### src/rtl/spi_resp_pkg.sv
// Shared types and constants for the SPI accelerometer responder.
// Holds the FSM encoding, fixed register addresses and command-byte field positions.
package spi_resp_pkg;

    typedef enum logic [1:0] {
        StIdle,
        StCmd,
        StRead,
        StWrite
    } state_e;

    localparam logic [5:0] ADDR_DEVID  = 6'h00;
    localparam logic [5:0] ADDR_DATAX0 = 6'h32;
    localparam logic [5:0] ADDR_DATAX1 = 6'h33;
    localparam logic [5:0] ADDR_DATAY0 = 6'h34;
    localparam logic [5:0] ADDR_DATAY1 = 6'h35;
    localparam logic [5:0] ADDR_DATAZ0 = 6'h36;
    localparam logic [5:0] ADDR_DATAZ1 = 6'h37;

    localparam int unsigned RW_BIT = 7;
    localparam int unsigned MB_BIT = 6;

    // DEVID and the axis data bytes are not backed by storage.
    function automatic logic is_read_only(input logic [5:0] addr);
        return (addr == ADDR_DEVID) || ((addr >= ADDR_DATAX0) && (addr <= ADDR_DATAZ1));
    endfunction

endpackage

### src/rtl/sync_edge_detect.sv
// Multi-flop pin synchroniser with registered rise/fall pulses.
// Pulses appear SYNC_STAGES+1 cycles after the pin edge.
module sync_edge_detect #(
    parameter int unsigned SYNC_STAGES = 2,
    parameter logic        RESET_VAL   = 1'b0
) (
    input  logic clk_i,
    input  logic rst_ni,
    input  logic d_i,
    output logic level_o,
    output logic rise_o,
    output logic fall_o
);

    // Top bit is the previous synchronised level, used only for edge detection.
    logic [SYNC_STAGES:0] sync_q;

    always_ff @(posedge clk_i or negedge rst_ni) begin
        if (!rst_ni) begin
            sync_q <= {(SYNC_STAGES + 1){RESET_VAL}};
            rise_o <= 1'b0;
            fall_o <= 1'b0;
        end else begin
            sync_q <= {sync_q[SYNC_STAGES-1:0], d_i};
            rise_o <= sync_q[SYNC_STAGES-1] & ~sync_q[SYNC_STAGES];
            fall_o <= ~sync_q[SYNC_STAGES-1] & sync_q[SYNC_STAGES];
        end
    end

    assign level_o = sync_q[SYNC_STAGES-1];

endmodule

### src/rtl/spi_accel_responder.sv
// SPI mode-3 target emulating an accelerometer register file on the system clock.
// Axis bytes come from a snapshot of the shadow samples taken at chip-select fall.
module spi_accel_responder
    import spi_resp_pkg::*;
#(
    parameter int unsigned SYNC_STAGES = 2,
    parameter logic [7:0]  DEVID_VAL   = 8'hE5,
    parameter int unsigned ADDR_W      = 6
) (
    input  logic              clk,
    input  logic              reset_n,
    input  logic              spi_csn,
    input  logic              spi_sclk,
    input  logic              spi_sdi,
    output logic              spi_sdo,
    output logic              spi_sdo_oe,
    input  logic [15:0]       sample_x,
    input  logic [15:0]       sample_y,
    input  logic [15:0]       sample_z,
    input  logic              sample_valid,
    output logic              reg_wr_strobe,
    output logic [ADDR_W-1:0] reg_wr_addr,
    output logic [7:0]        reg_wr_data,
    output logic              busy
);

    localparam int unsigned NumRegs = 2 ** ADDR_W;

    logic sclk_rise, sclk_fall, csn_rise, csn_fall, sdi_s;
    logic unused_sclk_level, unused_csn_level, unused_sdi_rise, unused_sdi_fall;

    sync_edge_detect #(.SYNC_STAGES(SYNC_STAGES), .RESET_VAL(1'b1)) u_sync_sclk (
        .clk_i  (clk),
        .rst_ni (reset_n),
        .d_i    (spi_sclk),
        .level_o(unused_sclk_level),
        .rise_o (sclk_rise),
        .fall_o (sclk_fall)
    );

    sync_edge_detect #(.SYNC_STAGES(SYNC_STAGES), .RESET_VAL(1'b1)) u_sync_csn (
        .clk_i  (clk),
        .rst_ni (reset_n),
        .d_i    (spi_csn),
        .level_o(unused_csn_level),
        .rise_o (csn_rise),
        .fall_o (csn_fall)
    );

    sync_edge_detect #(.SYNC_STAGES(SYNC_STAGES), .RESET_VAL(1'b0)) u_sync_sdi (
        .clk_i  (clk),
        .rst_ni (reset_n),
        .d_i    (spi_sdi),
        .level_o(sdi_s),
        .rise_o (unused_sdi_rise),
        .fall_o (unused_sdi_fall)
    );

    state_e            state_q;
    logic [2:0]        bit_cnt_q;
    logic [7:0]        shift_q;
    logic [7:0]        tx_q;
    logic [ADDR_W-1:0] addr_q;
    logic              mb_q;
    logic [47:0]       shadow_q;
    logic [47:0]       snap_q;
    logic [7:0]        regs_q [NumRegs];

    logic [7:0]        rx_byte;
    logic [ADDR_W-1:0] addr_inc;

    assign rx_byte  = {shift_q[6:0], sdi_s};
    assign addr_inc = addr_q + 1'b1;
    assign busy     = (state_q != StIdle);

    // Snapshot layout is {x, y, z}; each axis is returned little-endian.
    function automatic logic [7:0] rd_byte(input logic [ADDR_W-1:0] a);
        case (a)
            ADDR_DEVID:  return DEVID_VAL;
            ADDR_DATAX0: return snap_q[39:32];
            ADDR_DATAX1: return snap_q[47:40];
            ADDR_DATAY0: return snap_q[23:16];
            ADDR_DATAY1: return snap_q[31:24];
            ADDR_DATAZ0: return snap_q[7:0];
            ADDR_DATAZ1: return snap_q[15:8];
            default:     return regs_q[a];
        endcase
    endfunction

    always_ff @(posedge clk or negedge reset_n) begin
        if (!reset_n) begin
            state_q       <= StIdle;
            bit_cnt_q     <= '0;
            shift_q       <= '0;
            tx_q          <= '0;
            addr_q        <= '0;
            mb_q          <= 1'b0;
            shadow_q      <= '0;
            snap_q        <= '0;
            spi_sdo       <= 1'b0;
            spi_sdo_oe    <= 1'b0;
            reg_wr_strobe <= 1'b0;
            reg_wr_addr   <= '0;
            reg_wr_data   <= '0;
            for (int i = 0; i < NumRegs; i++) begin
                regs_q[i] <= '0;
            end
        end else begin
            reg_wr_strobe <= 1'b0;
            if (sample_valid) begin
                shadow_q <= {sample_x, sample_y, sample_z};
            end

            if (csn_rise) begin
                state_q    <= StIdle;
                spi_sdo_oe <= 1'b0;
                spi_sdo    <= 1'b0;
            end else if (csn_fall) begin
                // Also restarts a transaction that saw a CSN glitch.
                state_q    <= StCmd;
                bit_cnt_q  <= '0;
                spi_sdo_oe <= 1'b0;
                snap_q     <= sample_valid ? {sample_x, sample_y, sample_z} : shadow_q;
            end else begin
                case (state_q)
                    StCmd: begin
                        if (sclk_rise) begin
                            shift_q   <= rx_byte;
                            bit_cnt_q <= bit_cnt_q + 3'd1;
                            if (bit_cnt_q == 3'd7) begin
                                mb_q   <= rx_byte[MB_BIT];
                                addr_q <= rx_byte[ADDR_W-1:0];
                                if (rx_byte[RW_BIT]) begin
                                    state_q    <= StRead;
                                    tx_q       <= rd_byte(rx_byte[ADDR_W-1:0]);
                                    spi_sdo_oe <= 1'b1;
                                end else begin
                                    state_q <= StWrite;
                                end
                            end
                        end
                    end
                    StRead: begin
                        if (sclk_fall) begin
                            spi_sdo   <= tx_q[7];
                            tx_q      <= {tx_q[6:0], 1'b0};
                            bit_cnt_q <= bit_cnt_q + 3'd1;
                            if (bit_cnt_q == 3'd7) begin
                                if (mb_q) begin
                                    addr_q <= addr_inc;
                                    tx_q   <= rd_byte(addr_inc);
                                end else begin
                                    tx_q <= rd_byte(addr_q);
                                end
                            end
                        end
                    end
                    StWrite: begin
                        if (sclk_rise) begin
                            shift_q   <= rx_byte;
                            bit_cnt_q <= bit_cnt_q + 3'd1;
                            if (bit_cnt_q == 3'd7) begin
                                if (!is_read_only(addr_q)) begin
                                    regs_q[addr_q] <= rx_byte;
                                    reg_wr_strobe  <= 1'b1;
                                    reg_wr_addr    <= addr_q;
                                    reg_wr_data    <= rx_byte;
                                end
                                if (mb_q) begin
                                    addr_q <= addr_inc;
                                end
                            end
                        end
                    end
                    default: ;
                endcase
            end
        end
    end

endmodule

### config.mk
export PLATFORM = sky130hd
export DESIGN_NAME = spi_accel_responder
export DESIGN_NICKNAME = d
export VERILOG_FILES = /design/src/rtl/spi_resp_pkg.sv /design/src/rtl/sync_edge_detect.sv /design/src/rtl/spi_accel_responder.sv
export SDC_FILE = /design/constraint.sdc
export NUM_CORES = 2
export LEC_CHECK = 0
export ABC_AREA = 1
export BUFFER_PORTS_ARGS = -buffer_cell sky130_fd_sc_hd__buf_2
export CAP_MARGIN = 20
export CORE_UTILIZATION = 45
export DETAILED_ROUTE_END_ITERATION = 16
export PLACE_DENSITY = 0.63
export SKIP_CTS_REPAIR_TIMING = 1
export SLEW_MARGIN = 15
export SYNTH_ARGS = -nofsm -noshare
export SYNTH_HDL_FRONTEND = slang
export SYNTH_SLANG_ARGS = --single-unit
export TNS_END_PERCENT = 100
### constraint.sdc
create_clock -name clk -period 3.7 [get_ports clk]
set_input_delay 0.555 -clock clk [delete_from_list [all_inputs] [get_ports clk]]
set_output_delay 0.555 -clock clk [all_outputs]
set_load 0.005 [all_outputs]
* Yosys cells after proc, flatten, opt, wreduce, memory -nomap -nowiden *
Cells that the tools add are included.

storage, ports and cells
  logic and storage cells = 219
  input bits = 54
  bits in registers = 664

operators by class
  equal/unequal tests = 30
  add/sub/neg operators = 2
  mux-type cells = 56
  reduce and logical (&&, ||, !) cells = 27
  bitwise operators = 14
  magnitude comparators = 6

operator list
  cell                   number
  $bwmux W512            1
  $pmux W8 S7            3
  $bmux W8 S6            3
  $eq A6 B6 Y1 const B   18
  $mux W8                13
  $demux W8 S6           1
  $mux W48               1
  $mux W6                6
  $ge A7 B7 Y1 const B   3
  $not A6 Y7             3
  $logic_not A6 Y1       3
  $pmux W6 S3            1
  $reduce_bool A3 Y1     6
  $mux W1                17
  $pmux W8 S2            1
  $reduce_and A7 Y1      2
  $reduce_and A4 Y1      3
  $mux W2                5
  $mux W3                3
  $ne A2 B1 Y1 const B   4
  $reduce_bool A2 Y1     4
  $lt A7 B1 Y1 const B   1
  $not A1 Y1             7
  $add A6 B1 Y6 const B  1
  17 further kinds       25

* Longest topological paths before layout *
  depth after elaboration = 10
  gate-level depth with buffers = 23
  mapped depth without buffers = 17

* Cells and area by module *
From an unflattened synthesis, not the netlist that was laid out.

second synthesis, totals
  cells, all modules = 6380
  area, all modules = 41454.8 um2

by module, submodules not included
  module                             area an instance (um2)  instances  cells an instance
  spi_accel_responder                41026.8                 1          6353
  sync_edge_detect (u_sync_csn ...)  143.9                   2          9
  sync_edge_detect (u_sync_sdi)      140.1                   1          9

* Worst setup path after synthesis *
No wires, ideal clock.

  kind = reg2reg
  from = register addr_q[1]
  to = register tx_q[6]
  data arrival time = 2.880 ns
  required time = 3.623 ns
  stages on the path, launching flop included = 23
  slack = 0.743 ns
  path through = dfrtp_1 clkbuf_2 inv_2 buf_2 clkbuf_1 ha_1 inv_1 clkbuf_1 clkbuf_1 nand3_1 nand2_1 nand2_1 nand2_1 nand2_1 nand2_1 nand2_1 nand2_1 inv_1 nand3_1 nand3_1 nand2_1 nand2_1 a21oi_1

between the ends
  word-level cells in the longest chain between the ends = 10

RTL lines
  what                                         RTL line                    RTL
  start, declared                              spi_accel_responder.sv:63   logic [ADDR_W-1:0] addr_q;
  start signal, assigned                       spi_accel_responder.sv:132  addr_q <= rx_byte[ADDR_W-1:0];
  start signal, assigned                       spi_accel_responder.sv:150  addr_q <= addr_inc;
  start signal, assigned                       spi_accel_responder.sv:170  addr_q <= addr_inc;
  $add A6 B1 Y6                                spi_accel_responder.sv:73   assign addr_inc = addr_q + 1'b1;
  $not A6 Y7 (implied by the code)             spi_accel_responder.sv:86   default: return regs_q[a];
  $bmux W8 S6                                  spi_accel_responder.sv:86
  $mux W8 (implied by the code) (2 in series)  spi_accel_responder.sv:86
  $pmux W8 S7                                  spi_accel_responder.sv:78   case (a)
  $mux W8 (*)                                  spi_accel_responder.sv:149  if (mb_q) begin
  $mux W8 (*)                                  spi_accel_responder.sv:148  if (bit_cnt_q == 3'd7) begin
  $mux W8 (*)                                  spi_accel_responder.sv:144  if (sclk_fall) begin
  $pmux W8 S2 (*)                              spi_accel_responder.sv:125  case (state_q)
  end signal, assigned                         spi_accel_responder.sv:146  tx_q <= {tx_q[6:0], 1'b0};
  end signal, assigned                         spi_accel_responder.sv:151  tx_q <= rd_byte(addr_inc);
  end signal, assigned                         spi_accel_responder.sv:153  tx_q <= rd_byte(addr_q);
  end, declared                                spi_accel_responder.sv:62   logic [7:0] tx_q;

Every way passes the cells marked *; elsewhere a longest branch is shown, timed or not. The select of a mux whose other input is x is not followed.
A chain may end at the register's enable or synchronous reset.

* Final worst setup path *
  from = register addr_q[1]
  to = register regs_q[113] (netlist bit)

between the ends
  word-level cells in the longest chain between the ends = 6

RTL lines
  what                                                                RTL line                    RTL
  $not A6 Y7 (implied by the code)                                    spi_accel_responder.sv:164  regs_q[addr_q] <= rx_byte;
  $ge A7 B7 Y1 (implied by the code) or $lt A7 B1 Y1 (tied branches)  spi_accel_responder.sv:164
  $logic_and A1 B1 Y1 (implied by the code)                           spi_accel_responder.sv:164
  $mux W8 (implied by the code)                                       spi_accel_responder.sv:164
  $demux W8 S6                                                        spi_accel_responder.sv:164
  $bwmux W512                                                         spi_accel_responder.sv:164
  end signal, assigned by index                                       spi_accel_responder.sv:164
  end, declared                                                       spi_accel_responder.sv:67   logic [7:0] regs_q [NumRegs];

Parallel ways exist; a longest one is shown, timed or not.

==> impl_metrics.ini <==
[status]
outcome = complete, no violations

[floorplanning]
die_x_um = 303.3
rows = 110
core-area_um2 = 90010
initial_core_util_pct = 45.39
die_area_um2 = 92000
die_h_um = 303.3
io_pins = 72

[finish]
multi_input_area_um2 = 20580
utilization_pct = 50.08
fin_area_um2 = 45070
mostFrequentLayoutCells = 2561 x nand2_1, 811 x o21ai_0, 654 x dfrtp_1, 433 x inv_1, 432 x nand3_1
regArea_um2 = 16630
nets = 6129
layout_commonest_cell = nand2_1
fill_cells = 9135
n_antenna_cell = 0
drive_above_1_share_pct = 7.583
areaGrowthSynthToFinish_pct = 10.33

[synthesis]
syn_nets = 6291
synth_top_area_cell = dfrtp_1
synthDistinctLibCells = 41
synth_simple_gate_area_share_pct = 34.10
synthAdderAreaFrac_pct = 0.2144
synth_edf_count = 0
synth_top_area_share_pct = 40.30
synth_compound_area_share_pct = 14.57
async_reset_ff_share_pct = 100.0
synthMuxAreaShare_pct = 1.323
ys_seq_area_share_pct = 40.69
synth_area_leaders = dfrtp_1 40%, nand2_1 24%, o21ai_0 9.9%
syn_area_per_cell_um2 = 6.558
synth_top_family_by_area = simple AND/OR/NAND/NOR gates
postSynthRegisterBits = 664
syn_inst = 6230
yosysWarnings = 0
synth_ff_type = dfrtp_1
synthXorXnorAreaFrac_pct = 0
netlist_area_um2 = 40850

[grt]
grt_pass1_vias = 38169
grtUsageMet1_pct = 48.93
grt_pass1_wl_mm = 246.0
grt_overflow = 0
grt_antenna_before_repair = 1
grt_util_all_layers_pct = 35.55
grtUsageMet3_pct = 7.618
grt.busiest_layer = met2
met2_usage_pct = 52.68
grt_start_max_net_pins = 218

[clock_tree]
clock_path_buffers = 3
cts_root_buf = clkbuf_16
clkLatencyLatePin_ps = 680
cts_tree = built
cts-buffers-inserted = 79
htreeDepth = 3
cts.sinks = 664
clk_pin_slew_ps = 70

[critical_path]
cp.arrival_ps = 3940
reg2reg_depth = 12
cp-end-kind = flop
path_max_fanout = 26
cp_data_required_time_ps = 4230
critPathKind = reg2reg
critPathLaunchType = flop

[timing]
finalHoldViolCount = 0
drv_slew = 0
setup_tns_ps = 0
min_period_over_period_pct = 92.23
tightestPinTransition_ps = 1013
relSlewSlack_pct = 32.43
rsz0062_at_grt = false
fmax_ghz = 0.2931
setup_viol = 0
whs_ps = 51.96
period_minus_slack_ps = 3412
skew_ps = 33.87

[detailed_routing]
ant_nets = 0
vias = 42148
drc_errors = 0
vias_per_cell = 5.767
drtIter0Drc = 5559
wire_per_inst_um = 22.49
routed_wl_mm = 164.3
drtPass1Iterations = 6

[placed_design]
routabilityCongestion = 1.014
portBuffers = 71
dpl.hpwl_mm = 107.8
dpl_cell_area_um2 = 42230

[power_and_ir_drop]
p_leak_nw = 20.54
finalPower_mw = 21.63
peakVddDrop_v = 0.0003798
power_density_nw_per_um2 = 479.8

[min_path]
hold_class = in2reg
hold_depth = 1

[run]
maxCapViolations = 0
path summary, 6_finish.rpt:
path | start | slack, ps | end
worst max-delay path | addr_q[1] | 290 | regs_q[113]
min in group asynchronous | reset_n | 410 | regs_q[85]
worst min-delay path | spi_sdi | 50 | u_sync_sdi.sync_q[0]
worst max register to register | addr_q[1] | 290 | regs_q[113]
worst min register to register | u_sync_sclk.sync_q[0] | 360 | u_sync_sclk.sync_q[1]
max in group asynchronous | reset_n | 2000 | regs_q[274]
where the power goes:
part           internal, mW  leakage (nW)  switching [mW]
logic                  1.23          10.1            4.18
registers              7.46          9.05           0.163
clock network          5.24          1.39            3.35
stage by stage:
stage               worst slack [ps]  std cells
floorplan                      742.9       6230
global placement               324.1       7160
detailed placement             381.1       7160
CTS                            350.7       7305
global route                   98.04       7308
finish                         287.6       7308
metal layers:
layer	up-vias	routed length [µm]
met3	455	17460
met5	-	13
li1	19583	-
met2	2363	70360
met4	2	9075
met1	19745	67420
cells by family after synthesis:
kind of cell | after synthesis
and+or+nand+nor | 3470
AOI/OAI and AO/OA | 1125
buffers and inverters | 916
DFF | 664
muxes | 48
adders and majority gates | 7
registers in the layout (all words and copies together), names as in the netlist, 2 cells and up:
signal / count
reg_wr_addr: 6
u_sync_sclk.sync_q: 3
reg_wr_data: 8
shift_q: 7
u_sync_csn.sync_q: 3
state_q: 2
addr_q: 6
regs_q: 512
tx_q: 8
snap_q: 48
shadow_q: 48
bit_cnt_q: 3
u_sync_sdi.sync_q: 2
cells in the mapped netlist (29+ instances only):
cell type and instances:
nand2_1 2562, o21ai_0 811, dfrtp_1 658, inv_1 440, nand3_1 432, nor2_1 355, clkbuf_1 276, a21oi_1 130
buf_2 104, o22ai_1 99, nand4_1 67, mux2_2 48, buf_1 46, a22oi_1 32, buf_4 29
critical path: stages, from the launching register on:
cell and delay [ps]:
dfrtp_4 540, buf_4 270, ha_1 270, inv_1 80
nor2_2 50, nand2_2 200, o21ai_1 100, o21ai_1 150
nand2_4 200, nor2_4 580, nand2_1 530, nand2_1 180
o21ai_0 90
layout make-up:
type,instances,area share (%)
clock buffer,112,5.110
tap,1176,3.264
timing repair buffer,218,4.108
sequential,664,36.90
inverter,455,3.828
multi-input combinational,4650,45.65
clock inverter,33,1.133
(Power assumes the default switching activity.)
